## config.mk

```make
export PLATFORM = sky130hd
export DESIGN_NAME = serial_pattern_tx
export DESIGN_NICKNAME = d
export VERILOG_FILES = /design/src/rtl/serial_tx_pkg.sv /design/src/rtl/serial_tx_shreg.sv /design/src/rtl/serial_pattern_tx.sv
export SDC_FILE = /design/constraint.sdc
export NUM_CORES = 1
export LEC_CHECK = 0
export ABC_AREA = 1
export CAP_MARGIN = 10
export CORE_MARGIN = 3
export CORE_UTILIZATION = 45
export DETAILED_ROUTE_END_ITERATION = 7
export PLACE_DENSITY = 0.67
export SETUP_SLACK_MARGIN = 0.1
export SYNTH_ARGS = -nofsm -noshare
export SYNTH_HDL_FRONTEND = slang
export SYNTH_SLANG_ARGS = --single-unit
```

## constraint.sdc

```tcl
create_clock -name clk -period 3.7 [get_ports clk]
set_input_delay 0.555 -clock clk [delete_from_list [all_inputs] [get_ports clk]]
set_output_delay 0.555 -clock clk [all_outputs]
set_load 0.05 [all_outputs]
```

## src/rtl/serial_tx_pkg.sv

```systemverilog
// serial_tx_pkg: shared state type and length helpers for the serial pattern transmitter
package serial_tx_pkg;
    typedef enum logic [1:0] {IDLE, SHIFT, GAP} state_t;

    function automatic int cnt_w(input int data_w);
        return $clog2(data_w + 1);
    endfunction

    function automatic int clamp_len(input int len, input int data_w);
        return (len == 0 || len > data_w) ? data_w : len;
    endfunction
endpackage

```

## src/rtl/serial_tx_shreg.sv

```systemverilog
// serial_tx_shreg: loadable shift register presenting the next serial bit from a fixed end
module serial_tx_shreg
    import serial_tx_pkg::*;
#(
    parameter int DATA_W    = 8,
    parameter bit MSB_FIRST = 1'b1
) (
    input  logic                       clk,
    input  logic                       rst_n,
    input  logic                       load,
    input  logic                       shift,
    input  logic [DATA_W-1:0]          data,
    input  logic [cnt_w(DATA_W)-1:0]   len,
    output logic                       next_bit
);
    localparam int LW = cnt_w(DATA_W);

    logic [DATA_W-1:0] sr;
    logic [DATA_W-1:0] aligned;
    logic [DATA_W-1:0] src;
    logic [LW-1:0]     shamt;

    assign shamt    = LW'(DATA_W) - len;
    assign aligned  = MSB_FIRST ? data << shamt : data;
    assign src      = load ? aligned : sr;
    assign next_bit = MSB_FIRST ? src[DATA_W-1] : src[0];

    // The bit leaving now is consumed; keep the remainder for the following cycles
    always_ff @(posedge clk) begin
        if (!rst_n)
            sr <= '0;
        else if (load || shift)
            sr <= MSB_FIRST ? src << 1 : src >> 1;
    end
endmodule

```

## src/rtl/serial_pattern_tx.sv

```systemverilog
// serial_pattern_tx: parallel-to-serial bit-stream generator with optional inter-word gap
module serial_pattern_tx
    import serial_tx_pkg::*;
#(
    parameter int DATA_W     = 8,
    parameter int GAP_CYCLES = 0,
    parameter bit MSB_FIRST  = 1'b1,
    parameter bit IDLE_LEVEL = 1'b0
) (
    input  logic                     clk,
    input  logic                     rst_n,
    input  logic                     in_valid,
    output logic                     in_ready,
    input  logic [DATA_W-1:0]        in_data,
    input  logic [cnt_w(DATA_W)-1:0] in_len,
    output logic                     s_out,
    output logic                     s_out_en,
    output logic                     busy,
    output logic                     done
);
    localparam int LW = cnt_w(DATA_W);

    state_t        state;
    logic [LW-1:0] cnt;
    logic [LW-1:0] len_c;
    logic [3:0]    gap;
    logic          accept;
    logic          shift;
    logic          next_bit;

    assign len_c    = LW'(clamp_len(int'(in_len), DATA_W));
    assign in_ready = state == IDLE || (GAP_CYCLES == 0 && state == SHIFT && cnt == '0);
    assign accept   = in_valid && in_ready;
    assign shift    = state == SHIFT && cnt != '0;

    serial_tx_shreg #(
        .DATA_W   (DATA_W),
        .MSB_FIRST(MSB_FIRST)
    ) u_shreg (
        .clk     (clk),
        .rst_n   (rst_n),
        .load    (accept),
        .shift   (shift),
        .data    (in_data),
        .len     (len_c),
        .next_bit(next_bit)
    );

    // The idle cycle that ends a gap counts as its last gap cycle, so GAP itself lasts GAP_CYCLES-1
    always_ff @(posedge clk) begin
        if (!rst_n) begin
            state    <= IDLE;
            cnt      <= '0;
            gap      <= '0;
            s_out    <= IDLE_LEVEL;
            s_out_en <= 1'b0;
            busy     <= 1'b0;
            done     <= 1'b0;
        end else if (accept) begin
            state    <= SHIFT;
            cnt      <= len_c - LW'(1);
            s_out    <= next_bit;
            s_out_en <= 1'b1;
            busy     <= 1'b1;
            done     <= len_c == LW'(1);
        end else if (shift) begin
            cnt      <= cnt - LW'(1);
            s_out    <= next_bit;
            s_out_en <= 1'b1;
            busy     <= 1'b1;
            done     <= cnt == LW'(1);
        end else begin
            s_out    <= IDLE_LEVEL;
            s_out_en <= 1'b0;
            done     <= 1'b0;
            if (state == SHIFT && GAP_CYCLES > 1) begin
                state <= GAP;
                gap   <= 4'(GAP_CYCLES - 2);
                busy  <= 1'b1;
            end else if (state == GAP && gap != '0) begin
                gap  <= gap - 4'd1;
                busy <= 1'b1;
            end else begin
                state <= IDLE;
                busy  <= 1'b0;
            end
        end
    end
endmodule

```

==> results.cfg, run 1 <==
[cts]
holdBufCountCts = 0
cts_resized = 0
h-tree-depth = 1
cts_tree = yes
cts_buffers = 3
clock_latency_ns = 0.29
cts.sinks = 15
postCtsSetupBuffers = 0
clockRootBuffer = clkbuf_4
path_clk_slew_ns = 0.09
clockBufferDepth = 2

[synthesis]
muxShareOfSynthArea_pct = 0
syn_inst = 160
synth_fa_ha_area_share_pct = 4.561
yosysSeqAreaShare_pct = 27.37
synth_area_um2 = 1097
yosysWarnings = 0
yosys.area_share.simple_pct = 42.53
synthesis.nets = 179
synthXorXnorAreaFrac_pct = 1.482
ys_types = 27
ys_ff_latch = 15
syn_area_per_cell_um2 = 6.858
yosys.area.top_type_share_pct = 27.37
synth_top_family_by_area = simple AND/OR/NAND/NOR gates
synth.largest_area_cell = dfxtp_1
ys_top_cells_by_area = dfxtp_1 27%, nand2_1 12%, inv_1 9.9%, nand3_1 9.1%, nand4_1 5.7%
synth-compound-area-share_pct = 10.72

[routing]
wl_um = 2541
wl_per_cell_um = 12.28
drc = 0
drt_iter0_markers = 37
num_vias = 1098
vias_per_cell = 5.304
firstDrtPassIters = 4
ant_nets = 0

[timing]
finalCritPeriodShare_pct = 79.13
slew_headroom_pct = 63.02
rsz0062_at_grt = false
clock_skew_ns = 0.002123
tns_ns = 0
fmax_mhz = 341.5
maxSlewViolCount = 0
setup_viol = 0
worst_pin_slew_ns = 0.5529
setup_ws_ns = 0.7720
final.min_clock_period_ns = 2.928
hold_viol_final = 0

[global_route]
grt_max_degree = 14
track_usage_pct = 17.40
grt_pass1_vias = 961
antenna_found_initial = 0
overflow = 0
grt_pass1_wl_um = 4319

[floorplan]
io_pins = 20
die_w_um = 55.38
die_h_um = 55.38
initial_core_util_pct = 48.67
fp.dieArea_um2 = 3067
rows = 17
coreArea_um2 = 2255

[power]
pwr-share-seq_pct = 40.1
clkPwrFrac_pct = 20.1
power_density_nw_per_um2 = 358.1
power_switching_mw = 0.1816
switching_share_pct = 38.55
power.internal_mw = 0.2894
cellLeakagePower_nw = 0.6374
peakVddDrop_mv = 0.2344
power.share.combinational_pct = 39.7

[worst_setup_path]
rrSetupSlack_ns = 2.02
cp_data_required_time_ns = 3.93
timing.rr.end = u_shreg.sr[5]
worstPathMaxFanout = 13
startpoint = in_len[0]
crit_end = u_shreg.sr[5]
cp_common_cell = inv_1
critPathMaxStageDelay_ns = 0.82
setup.worst_path.start_class = input pin
path_cells = clkdlybuf4s50_1 -> nor2_8 -> nand2_4 -> nand2_8 -> nand3_4 -> inv_1 -> ha_1 -> inv_1 -> nor2_1 -> inv_1 -> o21ai_1 -> nand2_1 -> a21oi_2
rr_worst_depth = 10
end_kind = flop
criticalPathCategory = in2reg
timing.rr.start = cnt[0]
cp.arrival_ns = 3.16
crit_slowest_cell = clkdlybuf4s50_1

[layout]
design_area_um2 = 1315
drive_gt1_share_pct = 10.61
nNetsFinal = 199
area_growth_pct = 19.84
antennaDiodeCount = 0
fin_util_pct = 58.32
num-fill-cells = 218

[job]
drv_cap = 0

[placed_design]
pre_cts_ws_ns = 0.5348
port_buffers = 19
dpl-instance-area_um2 = 1289
place_congestion = 0.9115
dpl.hpwl_um = 2009

[status]
status = finished, final reports clean

[min_path]
min_path_type = reg2reg
==> Yosys cell counts <==
| cell | count |
|---|---|
| nand2_1 | 35 |
| inv_1 | 29 |
| nand3_1 | 20 |
| dfxtp_1 | 15 |
| nand4_1 | 10 |
| nor2_1 | 7 |
| a21oi_1 | 5 |
| nand2_2 | 5 |
| o21ai_0 | 5 |
| a31oi_1 | 4 |
| ha_1 | 4 |
| nand2_4 | 4 |
| buf_6 | 2 |
| o22ai_1 | 2 |
| a211oi_1 | 1 |
| a21oi_2 | 1 |
| buf_4 | 1 |
| clkbuf_1 | 1 |
| inv_2 | 1 |
| nand2_8 | 1 |
| nand3_4 | 1 |
| nor2_2 | 1 |
| nor2_8 | 1 |
| nor4_1 | 1 |
| o21ai_1 | 1 |
| o221ai_1 | 1 |
| xnor2_2 | 1 |
==> layout by cell type, fill, tap and decap left out, drive strengths merged <==
master	netlist	final
o221ai	1	1
a31oi	4	4
a211oi	1	1
o22ai	2	2
clkdlybuf4s50	0	19
xnor2	1	1
nand2	45	45
dfxtp	15	15
nand3	21	21
a21oi	6	6
nor2	9	9
nand4	10	10
clkbuf	1	4
o21ai	6	6
ha	4	4
nor4	1	1
inv	30	30
==> per-layer routing <==
metal / wire (um) / track usage, % / vias up
met3: 149 / 4.206 / 7
met5: 0 / 0 / -
met4: 57 / 6.597 / 0
met1: 1179 / 23.97 / 485
li1: - / - / 561
met2: 1154 / 26.01 / 45
==> how the worst min path moves through the flow <==
stage | startpoint | end | slack, ns | depth (start not counted)
6_report | u_shreg.sr[1] | u_shreg.sr[1] | 0.47 | 2
3_3_place_gp | cnt[3] | cnt[3] | 0.46 | 1
2_1_floorplan | cnt[3] | cnt[3] | 0.43 | 1
3_5_place_dp | u_shreg.sr[1] | u_shreg.sr[1] | 0.46 | 2
4_1_cts | u_shreg.sr[1] | u_shreg.sr[1] | 0.48 | 2
5_1_grt | cnt[3] | cnt[3] | 0.50 | 1
==> cell families (layout without fill, tap and decap cells) <==
| kind of cell | Yosys count | count (layout) |
|---|---|---|
| AO/OA/AOI/OAI | 20 | 20 |
| buffers and inverters | 34 | 53 |
| XOR/XNOR | 1 | 1 |
| AND/OR/NAND/NOR | 86 | 86 |
| adder cells (fa/ha/maj) | 4 | 4 |
| flip-flops | 15 | 15 |
==> state kept, by name, summed over array words and instances, names as in the netlist <==
register	flops
u_shreg.sr	7
cnt	4
busy	1
done	1
s_out	1
state	1
==> through the flow <==
stage / cells / power [mW] / hold WS [ns]
floorplan: 160 / 0.3264 / 0.4350
global placement: 203 / 0.3782 / 0.4578
detailed placement: 203 / 0.3792 / 0.4629
CTS: 207 / 0.4761 / 0.4754
global route: 207 / 0.5062 / 0.4996
finish: 207 / 0.4710 / 0.4710
==> area by class of cell <==
cell class / instances / area (um2) / share of cell area [%]
Clock buffer: 4 / 26.28 / 1.998
Inverter: 30 / 112.6 / 8.563
Multi-Input combinational cell: 111 / 650.6 / 49.48
Sequential cell: 15 / 300.3 / 22.84
Tap cell: 28 / 35.03 / 2.664
Timing Repair Buffer: 19 / 190.2 / 14.46
==> power by group through the flow <==
stage	registers, mW	clock network, mW	logic [mW]
after floorplan	0.200	0	0.126
after detailed placement	0.193	0	0.186
after CTS	0.189	0.100	0.187
final	0.189	0.0949	0.187
after global placement	0.192	0	0.186
after global routing	0.191	0.107	0.209
==> worst max-delay path, delay by kind of cell <==
kind                       cells  cell delay (ns)
AOI/OAI and AO/OA              2             0.25
adders and majority gates      1             0.41
buffers and inverters          4             1.16
and+or+nand+nor                6             0.78
(Power assumes the default switching activity.)
==> run 2: changes to the inputs <==
==> constraint.sdc (replaced) <==
create_clock -name clk -period 2.8 [get_ports clk]
set_input_delay 0.42 -clock clk [delete_from_list [all_inputs] [get_ports clk]]
set_output_delay 0.42 -clock clk [all_outputs]
set_load 0.05 [all_outputs]
==> run 2 against run 1 <==
Design area rose by 1.8%. Highest routed layer unchanged. Utilization rose by 1.1 points. Power rose by 33%. Cell count is 1.4% higher. Combinational power increased by 35%. Worst hold slack worse by 0.0021 ns. Clock power increased by 30%. Routed wire length decreased by 0.87%. Critical endpoint is now in_ready. Via count about the same. Register-to-register slack got worse by 0.92 ns.
==> results.cfg, run 2 (synthesis results as in run 1) <==
[status]
status = finished, final reports clean

[floorplan]
initial_core_util_pct = 48.67
rows = 17
die_w_um = 55.38
die_h_um = 55.38
io_pins = 20
coreArea_um2 = 2255
fp.dieArea_um2 = 3067

[timing]
setup_viol = 0
worst_pin_slew_ns = 0.4961
hold_viol_final = 0
hold_slack_ns = 0.4689
setup_ws_ns = 0.3813
rsz0062_at_grt = false
final.min_clock_period_ns = 2.419
maxSlewViolCount = 0
tns_ns = 0
fmax_mhz = 413.4
clock_skew_ns = 0.006963
finalCritPeriodShare_pct = 86.38
slew_headroom_pct = 66.83

[cts]
cts_tree = yes
cts.sinks = 15
clockRootBuffer = clkbuf_4
postCtsSetupBuffers = 0
holdBufCountCts = 0
h-tree-depth = 1
clockBufferDepth = 2
cts_buffers = 3
clock_latency_ns = 0.29
cts_resized = 0
path_clk_slew_ns = 0.09

[worst_setup_path]
cp.arrival_ns = 2.00
rr_worst_depth = 9
end_kind = output port
setup.worst_path.start_class = flop
criticalPathCategory = reg2out
worstPathMaxFanout = 9
rrSetupSlack_ns = 1.10
cp_data_required_time_ns = 2.38
timing.rr.start = cnt[0]
timing.rr.end = u_shreg.sr[2]

[min_path]
min-delay-start = cnt[3]
min_to = cnt[3]
whs_path_depth = 1
min_path_type = reg2reg

[power]
switching_share_pct = 38.60
power.share.combinational_pct = 40.5
clkPwrFrac_pct = 19.7
cellLeakagePower_nw = 0.6541
power_density_nw_per_um2 = 467.2
pwr-share-seq_pct = 39.8
power_switching_mw = 0.2414
peakVddDrop_mv = 0.3620
power.internal_mw = 0.3840

[global_route]
grt_max_degree = 12
overflow = 0
grt_pass1_vias = 930
antenna_found_initial = 0
grt_pass1_wl_um = 4160
track_usage_pct = 16.59

[job]
drv_cap = 0

[layout]
reg.largest.list = u_shreg.sr (7), cnt (4)
design_area_um2 = 1339
mostFrequentLayoutCells = 35 x nand2_1, 29 x inv_1, 20 x nand3_1
drive_gt1_share_pct = 12.64
mostFrequentLayoutCell = nand2_1
largest_register = u_shreg.sr
fin_util_pct = 59.38
area_growth_pct = 22.01
largest_reg_flops = 7
nNetsFinal = 202
antennaDiodeCount = 0

[placed_design]
dpl.hpwl_um = 2027
port_buffers = 19
pre_cts_ws_ns = 0.2226
dpl-instance-area_um2 = 1311
place_congestion = 0.9335

[routing]
vias_per_cell = 5.224
drt_iter0_markers = 26
ant_nets = 0
num_vias = 1097
firstDrtPassIters = 4
wl_um = 2519
drc = 0
wl_per_cell_um = 12.00
run 2: cell count changes in the layout (fill, tap and decap cells not counted), sizes merged:
cell    change
buf         +3
clkbuf      -1
clkinv      +1
run 2: through the flow:
| step | total power [mW] | std cells |
|---|---|---|
| finish | 0.6254 | 210 |
| global route | 0.6671 | 210 |
| CTS | 0.6281 | 210 |
| detailed placement | 0.5059 | 206 |
| global placement | 0.5042 | 206 |
| floorplan | 0.4313 | 160 |
run 2: power groups by stage:
stage	clock network (mW)	logic (mW)	registers [mW]
2_1_floorplan	0	0.167	0.264
3_3_place_gp	0	0.251	0.253
3_5_place_dp	0	0.252	0.254
4_1_cts	0.126	0.253	0.249
5_1_grt	0.135	0.281	0.251
6_report	0.123	0.253	0.249
run 2: worst max-delay path by stage:
stage	startpoint	to	slack, ns
after detailed placement	in_len[0]	s_out	0.22
final	cnt[0]	in_ready	0.38
after floorplan	in_len[0]	u_shreg.sr[5]	0.67
after CTS	cnt[0]	in_ready	0.38
after global routing	cnt[0]	in_ready	0.29
after global placement	in_len[0]	s_out	0.18
run 2: layer usage:
layer  share of wire (%)  vias to the layer above  global-route usage (%)
met5                   0                        -                       0
met4                0.87                        0                   4.167
met3                 5.6                        5                   4.673
met2                  41                       28                   21.96
met1                  52                      493                   25.71
li1                    -                      571                       -
run 2: worst max-delay path: stages, from the launching register on:
cell             delay [ns]
dfxtp_1                0.35
inv_1                  0.08
ha_1                   0.20
nand2_1                0.11
nand2_4                0.14
clkdlybuf4s50_1        0.82
run 2: area by class of cell:
class,instances,area [um2]
clock inverter,1,5.005
tap,28,35.03
timing repair buffer,22,212.7
sequential,15,300.3
multi-input combinational,111,650.6
inverter,30,112.6
fill,236,915.9
clock buffer,3,22.52
